File: src/rtl/rejestr_wyjsc_pkg.sv
`default_nettype none
//==============================================================================
// Module      : rejestr_wyjsc_pkg
// Description : Shared types and constants for the PLC output image register.
//               The optional bit-write feature is enabled by defining
//               REJESTR_WYJSC_BIT_EN.
// Revision    : 1.0 - initial release
//==============================================================================
package rejestr_wyjsc_pkg;

   // Number of physical output bytes and the width of a byte address
   localparam int NUM_BYTES = 8;
   localparam int ADDR_W    = 3;

   // Default value driven on the outputs while the scan watchdog has tripped
   localparam logic [7:0] SAFE_VALUE_DEF = 8'h00;

   typedef logic [7:0] byte_t;

   // Two-state control FSM: normal scanning, or watchdog fault
   typedef enum logic {
      ST_RUN   = 1'b0,
      ST_FAULT = 1'b1
   } state_t;

   // Return a byte with one bit replaced
   function automatic byte_t set_bit(input byte_t b, input logic [2:0] pos,
                                     input logic v);
      byte_t r;
      r      = b;
      r[pos] = v;
      return r;
   endfunction

endpackage : rejestr_wyjsc_pkg
`default_nettype wire

File: src/rtl/rejestr_wyjsc_if.sv
`default_nettype none
//==============================================================================
// Module      : rejestr_wyjsc_if
// Description : CPU-side write bus and physical output bus of the output image
//               register. Bit-write signals exist only when
//               REJESTR_WYJSC_BIT_EN is defined.
// Revision    : 1.0 - initial release
//==============================================================================
interface rejestr_wyjsc_if;
   import rejestr_wyjsc_pkg::*;

   logic              wr_en;
   logic [ADDR_W-1:0] wr_addr;
   logic [7:0]        wr_data;
   logic              commit;
   logic              fault_clr;
`ifdef REJESTR_WYJSC_BIT_EN
   logic              bit_en;
   logic [ADDR_W+2:0] bit_idx;
   logic              bit_val;
`endif
   logic [7:0]        out0;
   logic [7:0]        out1;
   logic [7:0]        out2;
   logic [7:0]        out3;
   logic [7:0]        out4;
   logic [7:0]        out5;
   logic [7:0]        out6;
   logic [7:0]        out7;
   logic              wd_fault;

   // CPU / scan controller side
   modport master (
      output wr_en, wr_addr, wr_data, commit, fault_clr,
`ifdef REJESTR_WYJSC_BIT_EN
      output bit_en, bit_idx, bit_val,
`endif
      input  out0, out1, out2, out3, out4, out5, out6, out7, wd_fault
   );

   // Output register side
   modport slave (
      input  wr_en, wr_addr, wr_data, commit, fault_clr,
`ifdef REJESTR_WYJSC_BIT_EN
      input  bit_en, bit_idx, bit_val,
`endif
      output out0, out1, out2, out3, out4, out5, out6, out7, wd_fault
   );

endinterface : rejestr_wyjsc_if
`default_nettype wire

File: src/rtl/rejestr_wyjsc_wd_licznik.sv
`default_nettype none
//==============================================================================
// Module      : rejestr_wyjsc_wd_licznik
// Description : Saturating scan watchdog counter. Counts enabled cycles up to
//               WD_CYCLES-1 and flags expiry while parked there.
// Revision    : 1.0 - initial release
//==============================================================================
module rejestr_wyjsc_wd_licznik #(
   parameter int WD_CYCLES = 1000000
) (
   input  logic clk,
   input  logic rst,
   input  logic clr,
   input  logic en,
   output logic expired
);

   localparam int              CNT_W   = (WD_CYCLES > 2) ? $clog2(WD_CYCLES) : 1;
   localparam logic [CNT_W-1:0] CNT_MAX = CNT_W'(WD_CYCLES - 1);

   logic [CNT_W-1:0] cnt_q;
   logic [CNT_W-1:0] cnt_d;

   // Next count: clear has priority, otherwise count up and stick at the top
   always_comb begin
      cnt_d = cnt_q;
      if (clr) begin
         cnt_d = '0;
      end else if (en && (cnt_q != CNT_MAX)) begin
         cnt_d = cnt_q + 1'b1;
      end
   end

   // Counter register
   always_ff @(posedge clk or posedge rst) begin
      if (rst) begin
         cnt_q <= '0;
      end else begin
         cnt_q <= cnt_d;
      end
   end

   assign expired = (cnt_q == CNT_MAX);

endmodule : rejestr_wyjsc_wd_licznik
`default_nettype wire

File: src/rtl/rejestr_wyjsc.sv
`default_nettype none
//==============================================================================
// Module      : rejestr_wyjsc
// Description : PLC output image register. The CPU fills a shadow image during
//               the scan; a commit strobe copies the whole image to the eight
//               registered output bytes at once. A scan watchdog drives the
//               outputs to SAFE_VALUE if commits stop arriving.
//               Optional bit writes: define REJESTR_WYJSC_BIT_EN.
// Revision    : 1.0 - initial release
//==============================================================================
module rejestr_wyjsc
   import rejestr_wyjsc_pkg::*;
#(
   parameter int         WD_CYCLES  = 1000000,
   parameter logic [7:0] SAFE_VALUE = SAFE_VALUE_DEF
) (
   input  logic            clk,
   input  logic            rst,
   rejestr_wyjsc_if.slave  bus
);

   byte_t  shadow_q [NUM_BYTES];
   byte_t  shadow_d [NUM_BYTES];
   byte_t  out_q    [NUM_BYTES];
   state_t state_q;
   logic   wd_fault_q;

   logic   wd_clr;
   logic   wd_en;
   logic   wd_expired;

   // Next shadow image: byte write first, then the bit write overrides one bit
   always_comb begin
      for (int i = 0; i < NUM_BYTES; i++) begin
         shadow_d[i] = shadow_q[i];
      end
      if (bus.wr_en) begin
         shadow_d[bus.wr_addr] = bus.wr_data;
      end
`ifdef REJESTR_WYJSC_BIT_EN
      if (bus.bit_en) begin
         shadow_d[bus.bit_idx[5:3]] = set_bit(shadow_d[bus.bit_idx[5:3]],
                                              bus.bit_idx[2:0], bus.bit_val);
      end
`endif
   end

   // Shadow image register; writes are taken in every state
   always_ff @(posedge clk or posedge rst) begin
      if (rst) begin
         for (int i = 0; i < NUM_BYTES; i++) begin
            shadow_q[i] <= SAFE_VALUE;
         end
      end else begin
         for (int i = 0; i < NUM_BYTES; i++) begin
            shadow_q[i] <= shadow_d[i];
         end
      end
   end

   // Counter runs only in RUN. It is cleared by a commit, held at zero in FAULT,
   // and also cleared on the expiry edge (that edge either commits or faults).
   assign wd_en  = (state_q == ST_RUN);
   assign wd_clr = (state_q == ST_FAULT) | bus.commit | wd_expired;

   rejestr_wyjsc_wd_licznik #(
      .WD_CYCLES (WD_CYCLES)
   ) u_wd_licznik (
      .clk     (clk),
      .rst     (rst),
      .clr     (wd_clr),
      .en      (wd_en),
      .expired (wd_expired)
   );

   // Control FSM with registered outputs: commit wins over expiry in RUN;
   // in FAULT commits are ignored and only fault_clr returns to RUN
   always_ff @(posedge clk or posedge rst) begin
      if (rst) begin
         state_q    <= ST_RUN;
         wd_fault_q <= 1'b0;
         for (int i = 0; i < NUM_BYTES; i++) begin
            out_q[i] <= SAFE_VALUE;
         end
      end else begin
         case (state_q)
            ST_RUN: begin
               if (bus.commit) begin
                  for (int i = 0; i < NUM_BYTES; i++) begin
                     out_q[i] <= shadow_d[i];
                  end
               end else if (wd_expired) begin
                  state_q    <= ST_FAULT;
                  wd_fault_q <= 1'b1;
                  for (int i = 0; i < NUM_BYTES; i++) begin
                     out_q[i] <= SAFE_VALUE;
                  end
               end
            end
            ST_FAULT: begin
               for (int i = 0; i < NUM_BYTES; i++) begin
                  out_q[i] <= SAFE_VALUE;
               end
               if (bus.fault_clr) begin
                  state_q    <= ST_RUN;
                  wd_fault_q <= 1'b0;
               end
            end
            default: begin
               state_q    <= ST_FAULT;
               wd_fault_q <= 1'b1;
            end
         endcase
      end
   end

   assign bus.out0     = out_q[0];
   assign bus.out1     = out_q[1];
   assign bus.out2     = out_q[2];
   assign bus.out3     = out_q[3];
   assign bus.out4     = out_q[4];
   assign bus.out5     = out_q[5];
   assign bus.out6     = out_q[6];
   assign bus.out7     = out_q[7];
   assign bus.wd_fault = wd_fault_q;

endmodule : rejestr_wyjsc
`default_nettype wire

File: src/flat_wrapper.sv
// flat-port wrapper written by rule: the top's interface ports become plain ports
module rejestr_wyjsc_flat import rejestr_wyjsc_pkg::*;
#(
   parameter int         WD_CYCLES  = 1000000,
   parameter logic [7:0] SAFE_VALUE = SAFE_VALUE_DEF
)
  (clk, rst, bus_wr_en, bus_wr_addr, bus_wr_data, bus_commit, bus_fault_clr, bus_out0, bus_out1, bus_out2, bus_out3, bus_out4, bus_out5, bus_out6, bus_out7, bus_wd_fault);
  rejestr_wyjsc_if bus_i ();
  input  logic clk;
  input  logic rst;
  input wire logic [$bits(bus_i.wr_en)-1:0] bus_wr_en;
  input wire logic [$bits(bus_i.wr_addr)-1:0] bus_wr_addr;
  input wire logic [$bits(bus_i.wr_data)-1:0] bus_wr_data;
  input wire logic [$bits(bus_i.commit)-1:0] bus_commit;
  input wire logic [$bits(bus_i.fault_clr)-1:0] bus_fault_clr;
  output wire logic [$bits(bus_i.out0)-1:0] bus_out0;
  output wire logic [$bits(bus_i.out1)-1:0] bus_out1;
  output wire logic [$bits(bus_i.out2)-1:0] bus_out2;
  output wire logic [$bits(bus_i.out3)-1:0] bus_out3;
  output wire logic [$bits(bus_i.out4)-1:0] bus_out4;
  output wire logic [$bits(bus_i.out5)-1:0] bus_out5;
  output wire logic [$bits(bus_i.out6)-1:0] bus_out6;
  output wire logic [$bits(bus_i.out7)-1:0] bus_out7;
  output wire logic [$bits(bus_i.wd_fault)-1:0] bus_wd_fault;
  assign bus_i.wr_en = bus_wr_en;
  assign bus_i.wr_addr = bus_wr_addr;
  assign bus_i.wr_data = bus_wr_data;
  assign bus_i.commit = bus_commit;
  assign bus_i.fault_clr = bus_fault_clr;
  assign bus_out0 = bus_i.out0;
  assign bus_out1 = bus_i.out1;
  assign bus_out2 = bus_i.out2;
  assign bus_out3 = bus_i.out3;
  assign bus_out4 = bus_i.out4;
  assign bus_out5 = bus_i.out5;
  assign bus_out6 = bus_i.out6;
  assign bus_out7 = bus_i.out7;
  assign bus_wd_fault = bus_i.wd_fault;
  rejestr_wyjsc #(.WD_CYCLES(WD_CYCLES), .SAFE_VALUE(SAFE_VALUE)) u_core (.clk(clk), .rst(rst), .bus(bus_i));
endmodule
File: config.mk
export PLATFORM = sky130hd
export DESIGN_NAME = rejestr_wyjsc_flat
export DESIGN_NICKNAME = d
export VERILOG_FILES = /design/src/rtl/rejestr_wyjsc_pkg.sv /design/src/rtl/rejestr_wyjsc_if.sv /design/src/rtl/rejestr_wyjsc_wd_licznik.sv /design/src/rtl/rejestr_wyjsc.sv /design/src/flat_wrapper.sv
export SDC_FILE = /design/constraint.sdc
export NUM_CORES = 1
export LEC_CHECK = 0
export CAP_MARGIN = 20
export CORE_MARGIN = 4
export CORE_UTILIZATION = 55
export DETAILED_ROUTE_END_ITERATION = 6
export PLACE_DENSITY_LB_ADDON = 0.25
export SKIP_CTS_REPAIR_TIMING = 1
export SLEW_MARGIN = 0
export SYNTH_ARGS = -nofsm -noshare
export SYNTH_HDL_FRONTEND = slang
export SYNTH_HIERARCHICAL = 1
export SYNTH_SLANG_ARGS = --single-unit
File: constraint.sdc
create_clock -name clk -period 5.4 [get_ports clk]
set_input_delay 1.35 -clock clk [delete_from_list [all_inputs] [get_ports clk]]
set_output_delay 1.35 -clock clk [all_outputs]
set_load 0.005 [all_outputs]
==> reports/qor.csv, run 1 <==
metric,value,unit
Synth Cell Area,6080,um2
proportion of synthesized flip-flops having asynchronous set or reset,100,%
Synth warnings,6,
Diodes inserted,0,
Worst Hold Path EP,u_core/bus.out7[6]$_DFFE_PP0P_,
CP Launch Type,register,
library cell with the largest summed area after synthesis,sky130_fd_sc_hd__dfrtp_1,
Reg-to-Reg End,u_core/u_wd_licznik/cnt_q[13]$_DFFE_PP0P_,
Worst R2R Start,u_core/u_wd_licznik/cnt_q[0]$_DFFE_PP0P_,
max-capacitance violation count,0,
number of top-level design ports,81,
drt drc,0,
slack of the worst reg-to-reg path,2.12,ns
Final setup viols,0,
sum of routed wire length over all layers,13600,um
maximum frequency from static timing analysis,305,MHz
setup clock skew after layout,0.00660,ns
signed area change from the synthesized netlist to the final layout,24.0,%
worst reg2reg path depth,8,
static leakage,3.21,nW
remaining number of nets flagged by the antenna check after routing,0,
Site Rows,38,
full die area,12800,um2
tightest slew margin relative to the limit,48.4,%
"Net Count, Synth",442,
maximum ir drop on the vdd rail,199,uV
final count of hold timing violations,0,
chip width,113,um
M2 GR Usage,35.0,%
Synth Instances,425,
clock sinks,150,
ranking of synthesized cells by area,"sky130_fd_sc_hd__dfrtp_1, sky130_fd_sc_hd__mux2_2, sky130_fd_sc_hd__a32o_1",
setup repair after global routing missed its margin,false,
TritonCTS clock tree,built,
remaining global-route overflow,0,
Root Driver,sky130_fd_sc_hd__clkbuf_8,
Final Max Slew Viols,0,
buffers added on ports,80,
maximum number of pins on one net before global-route repair,71,
Synth Flop Type,sky130_fd_sc_hd__dfrtp_1,
pre-CTS setup slack,1.87,ns
Hold Startpoint,u_core/bus.out7[6]$_DFFE_PP0P_,
global-route met3 utilization,5.83,%
GRT Overall Usage,22.1,%
power per cell area,405,nW/um2
layer carrying the most global-route usage,met2,
number of CTS-inserted buffers,17,
Synth top area share,61.8,%
global-route wire length before repair,21900,um
Synth top cells by count,"sky130_fd_sc_hd__dfrtp_1, sky130_fd_sc_hd__a32o_1, sky130_fd_sc_hd__mux2_2",
clock slew at the register clock pins of the worst setup and hold paths,0.06,ns
"crit path setup slack, layout",2.12,ns
HPWL Detailed,8270,um
fraction of final layout cells with drive strength greater than 1,23.5,%
most used standard cell by instance count after synthesis,sky130_fd_sc_hd__dfrtp_1,
register bit count reported by yosys,150,
Detailed Routing Iterations Pass 1,5,
shortest period the worst path allows,3.28,ns
Bufs on Longest Clock Path,2,
Std-Cell Core Area,10800,um2
transition at the pin with the smallest max-transition slack,0.774,ns
endpoint arrival time on the critical path,3.73,ns
register area share after synthesis,61.8,%
type of the worst min-delay path,register to register,
CTS H-Tree Depth,4,
routed wirelength normalized by instance count,20.7,um
Worst Hold Path Cells,1,
initial antenna violation count,0,
die span in y,113,um
starting density of the core,56.1,%
Worst Setup Path Type,register to register,
final hold slack,0.489,ns
number of vias in the routed layout,4078,
Max Fanout on Critical Path,65,
Critical Path RT,5.85,ns
Routability Congestion,0.829,
CP Capture Type,register,
summed negative setup slack over all endpoints,0,ns
insertion delay to the later sink of the worst-skew pair,0.51,ns
ratio of final minimum period to clock period,60.7,%
vias in the first global route,4197,
GRT met1 Usage,29.5,%
routed vias/inst,6.24,
number of synthesized flops with an enable pin,0,
nets,518,
syn_area_per_cell,14.3,um2
result of the run,"finished, final reports clean",
First DRT Iteration DRCs,376,
library cells used by synthesis,48,
-- how the worst max path moves through the flow --
stage | from | to | cells after the start
floorplan | rst | u_core/bus.out0[0]$_DFFE_PP0P_ | 1
detailed placement | bus_wr_addr[0] | u_core/bus.out1[5]$_DFFE_PP0P_ | 5
global route | u_core/u_wd_licznik/cnt_q[0]$_DFFE_PP0P_ | u_core/u_wd_licznik/cnt_q[13]$_DFFE_PP0P_ | 8
global placement | bus_wr_addr[0] | u_core/bus.out1[2]$_DFFE_PP0P_ | 5
finish | u_core/u_wd_licznik/cnt_q[0]$_DFFE_PP0P_ | u_core/u_wd_licznik/cnt_q[13]$_DFFE_PP0P_ | 8
CTS | u_core/u_wd_licznik/cnt_q[0]$_DFFE_PP0P_ | u_core/u_wd_licznik/cnt_q[13]$_DFFE_PP0P_ | 8
-- cells by family after synthesis --
group | Yosys count | share of synthesized area [%]
adders and majority gates | 1 | 0.206
DFF | 150 | 61.8
AOI/OAI and AO/OA | 83 | 12.5
buffers and inverters | 38 | 2.80
muxes | 66 | 12.2
xor gates and xnor gates | 10 | 1.44
and+or+nand+nor | 77 | 9.10
-- metrics by stage --
| stage | utilization, % | area (um2) | instances | total power, mW |
|---|---|---|---|---|
| 4_1_cts | 69.5 | 7540 | 654 | 3.08 |
| 2_1_floorplan | - | 6080 | 425 | 1.67 |
| 3_3_place_gp | 64.3 | 6970 | 622 | 1.94 |
| 5_1_grt | 69.5 | 7540 | 654 | 3.19 |
| 3_5_place_dp | 64.3 | 6970 | 622 | 1.96 |
| 6_report | 69.5 | 7540 | 654 | 3.05 |
-- sequential cells by signal, indices dropped and copies added, names as in the netlist, 8 cells and up --
register	flops
u_core/u_wd_licznik/cnt_q	20
u_core/bus.out2	8
u_core/shadow_q	64
u_core/bus.out4	8
u_core/bus.out7	8
u_core/bus.out1	8
u_core/bus.out3	8
u_core/bus.out6	8
u_core/bus.out5	8
u_core/bus.out0	8
-- worst max-delay path: stages (launching register included) --
cell and delay (ns):
sky130_fd_sc_hd__dfrtp_1 0.43, sky130_fd_sc_hd__ha_1 0.31, sky130_fd_sc_hd__nand2_1 0.26, sky130_fd_sc_hd__nor2_1 0.17, sky130_fd_sc_hd__nor3_2 0.13, sky130_fd_sc_hd__buf_4 0.62
sky130_fd_sc_hd__inv_1 0.55, sky130_fd_sc_hd__or4_1 0.62, sky130_fd_sc_hd__nand2_1 0.08
-- routing by layer --
layer | wire length, um | part of all wire (%)
met1 | 5830 | 43
met2 | 6800 | 50
met3 | 599 | 4.4
met4 | 325 | 2.4
met5 | 0 | 0
-- power breakdown --
| part | internal (mW) | total, mW | switching [mW] |
|---|---|---|---|
| Clock | 0.670 | 1.11 | 0.437 |
| Combinational | 0.330 | 0.524 | 0.194 |
| Sequential | 1.33 | 1.42 | 0.0931 |
| Total | 2.33 | 3.05 | 0.724 |
-- layout by cell type (no fill, tap or decap), types with 6 or more instances in the layout --
| cell type | Yosys | routed |
|---|---|---|
| sky130_fd_sc_hd__a21oi_1 | 6 | 6 |
| sky130_fd_sc_hd__a32o_1 | 64 | 64 |
| sky130_fd_sc_hd__buf_4 | 1 | 8 |
| sky130_fd_sc_hd__clkbuf_16 | 0 | 16 |
| sky130_fd_sc_hd__clkdlybuf4s50_1 | 0 | 79 |
| sky130_fd_sc_hd__dfrtp_1 | 150 | 150 |
| sky130_fd_sc_hd__mux2_2 | 64 | 64 |
| sky130_fd_sc_hd__nand2_1 | 9 | 9 |
| sky130_fd_sc_hd__nor2_1 | 20 | 20 |
-- area by class of cell --
| cell class | count | area (um2) |
|---|---|---|
| Inverter | 7 | 28.8 |
| Tap cell | 140 | 175 |
| Clock buffer | 21 | 439 |
| Sequential cell | 150 | 3750 |
| Multi-Input combinational cell | 237 | 2160 |
| Clock inverter | 11 | 128 |
| Fill cell | 778 | 3300 |
| Timing Repair Buffer | 88 | 856 |
Power figures use the tool's default switching activity.
==> run 2: changes to the inputs <==
--- a/config.mk
+++ b/config.mk
@@ -7,7 +7,7 @@
 export LEC_CHECK = 0
 export CAP_MARGIN = 20
 export CORE_MARGIN = 4
-export CORE_UTILIZATION = 55
+export CORE_UTILIZATION = 49
 export DETAILED_ROUTE_END_ITERATION = 6
 export PLACE_DENSITY_LB_ADDON = 0.25
 export SKIP_CTS_REPAIR_TIMING = 1
==> constraint.sdc (replaced) <==
create_clock -name clk -period 2.8 [get_ports clk]
set_input_delay 0.7 -clock clk [delete_from_list [all_inputs] [get_ports clk]]
set_output_delay 0.7 -clock clk [all_outputs]
set_load 0.005 [all_outputs]
==> reports/qor.csv, run 2 (synthesized netlist as in run 1, its figures left out) <==
metric,value,unit
remaining global-route overflow,0,
number of top-level design ports,81,
registers with the most flip-flops,"u_core/shadow_q (64), u_core/u_wd_licznik/cnt_q (20)",
pre-CTS setup slack,0.0747,ns
shortest period the worst path allows,2.33,ns
signed area change from the synthesized netlist to the final layout,27.4,%
Site Rows,40,
final std cells w/o fill,692,
insertion delay to the later sink of the worst-skew pair,0.40,ns
initial antenna violation count,0,
First DRT Iteration DRCs,282,
CTS H-Tree Depth,4,
ratio of final minimum period to clock period,83.3,%
routed vias/inst,5.75,
TritonCTS clock tree,built,
setup repair after global routing missed its margin,false,
buffers added on ports,80,
maximum ir drop on the vdd rail,561,uV
chip width,119,um
"crit path setup slack, layout",0.468,ns
Std-Cell Core Area,12100,um2
Diodes inserted,0,
most used cells in the layout excluding fill and tap cells,"sky130_fd_sc_hd__dfrtp_1, sky130_fd_sc_hd__clkdlybuf4s50_1, sky130_fd_sc_hd__mux2_2, sky130_fd_sc_hd__a32o_1, sky130_fd_sc_hd__nor2_1",
Max Fanout on Critical Path,13,
die span in y,119,um
GRT Overall Usage,20.0,%
"Power, Total",6.09,mW
drt drc,0,
Worst Setup Path Type,register to register,
setup clock skew after layout,0.00820,ns
Bufs on Longest Clock Path,2,
result of the run,"finished, final reports clean",
power per cell area,787,nW/um2
vias in the first global route,4208,
HPWL Detailed,8720,um
Routability Congestion,0.791,
fillcell total,908,
summed negative setup slack over all endpoints,0,ns
routed wirelength normalized by instance count,19.3,um
most common library cell in the layout ignoring fill and taps,sky130_fd_sc_hd__dfrtp_1,
Final setup viols,0,
number of vias in the routed layout,3978,
type of the worst min-delay path,register to register,
Root Driver,sky130_fd_sc_hd__clkbuf_16,
nets,528,
clock slew at the register clock pins of the worst setup and hold paths,0.06,ns
Detailed Routing Iterations Pass 1,6,
Biggest register,u_core/shadow_q,
maximum frequency from static timing analysis,429,MHz
starting density of the core,50.4,%
clock sinks,150,
tightest slew margin relative to the limit,50.0,%
number of CTS-inserted buffers,17,
maximum number of pins on one net before global-route repair,66,
Final Max Slew Viols,0,
global-route wire length before repair,22200,um
placed instance count,660,
Critical Path RT,3.14,ns
sum of routed wire length over all layers,13300,um
final count of hold timing violations,0,
endpoint arrival time on the critical path,2.67,ns
CP Launch Type,register,
max FFs per register,64,
remaining number of nets flagged by the antenna check after routing,0,
max-capacitance violation count,0,
transition at the pin with the smallest max-transition slack,0.749,ns
fraction of final layout cells with drive strength greater than 1,25.0,%
CP Capture Type,register,
static leakage,3.31,nW
full die area,14200,um2
## run 2: per-layer routing
| metal | up-vias | share of wire, % | wire length, um | track usage (%) |
|---|---|---|---|---|
| li1 | 1803 | - | - | - |
| met1 | 2048 | 43 | 5670 | 26.6 |
| met2 | 116 | 51 | 6820 | 33.0 |
| met3 | 11 | 5.3 | 707 | 4.65 |
| met4 | 0 | 1.1 | 144 | 5.58 |
| met5 | - | 0 | 0 | 0 |
## run 2: worst paths after layout
path,startpoint,to,slack [ns],cells past startpoint
max,u_core/u_wd_licznik/cnt_q[0]$_DFFE_PP0P_,u_core/u_wd_licznik/cnt_q[13]$_DFFE_PP0P_,0.47,7
min,u_core/bus.out6[6]$_DFFE_PP0P_,u_core/bus.out6[6]$_DFFE_PP0P_,0.49,1
max reg2reg,u_core/u_wd_licznik/cnt_q[0]$_DFFE_PP0P_,u_core/u_wd_licznik/cnt_q[13]$_DFFE_PP0P_,0.47,7
min reg2reg,u_core/bus.out6[6]$_DFFE_PP0P_,u_core/bus.out6[6]$_DFFE_PP0P_,0.49,1
max in group asynchronous,rst,u_core/shadow_q[16]$_DFF_PP0_,1.34,3
min in group asynchronous,rst,u_core/bus.out2[0]$_DFFE_PP0P_,0.81,2
## run 2: report_power, final
group	switching (mW)	total, mW	internal [mW]
Combinational	0.372	1.02	0.647
Sequential	0.171	2.73	2.56
Clock	0.820	2.34	1.52
Total	1.36	6.09	4.73
## run 2: layout make-up
type / instances / area [um2] / area share [%]
Sequential cell: 150 / 3750 / 48.5
Multi-Input combinational cell: 237 / 2160 / 27.9
Timing Repair Buffer: 98 / 968 / 12.5
Clock buffer: 25 / 505 / 6.53
Tap cell: 168 / 210 / 2.71
Clock inverter: 7 / 116 / 1.50
Inverter: 7 / 30.0 / 0.388
## run 2: metrics by stage
stage | hold WS (ns) | area, um2 | util, %
final | 0.490 | 7740 | 64.2
after global routing | 0.498 | 7740 | 64.2
after CTS | 0.494 | 7740 | 64.2
after detailed placement | 0.480 | 7120 | 59.0
after global placement | 0.472 | 7120 | 59.0
after floorplan | 0.471 | 6080 | -
## run 2: critical path, stage by stage, from the launching register on
cell	delay (ns)
sky130_fd_sc_hd__dfrtp_1	0.43
sky130_fd_sc_hd__ha_1	0.31
sky130_fd_sc_hd__nand2_1	0.25
sky130_fd_sc_hd__nor2_1	0.17
sky130_fd_sc_hd__nor3_2	0.23
sky130_fd_sc_hd__inv_1	0.25
sky130_fd_sc_hd__or4_1	0.56
sky130_fd_sc_hd__nand2_1	0.08
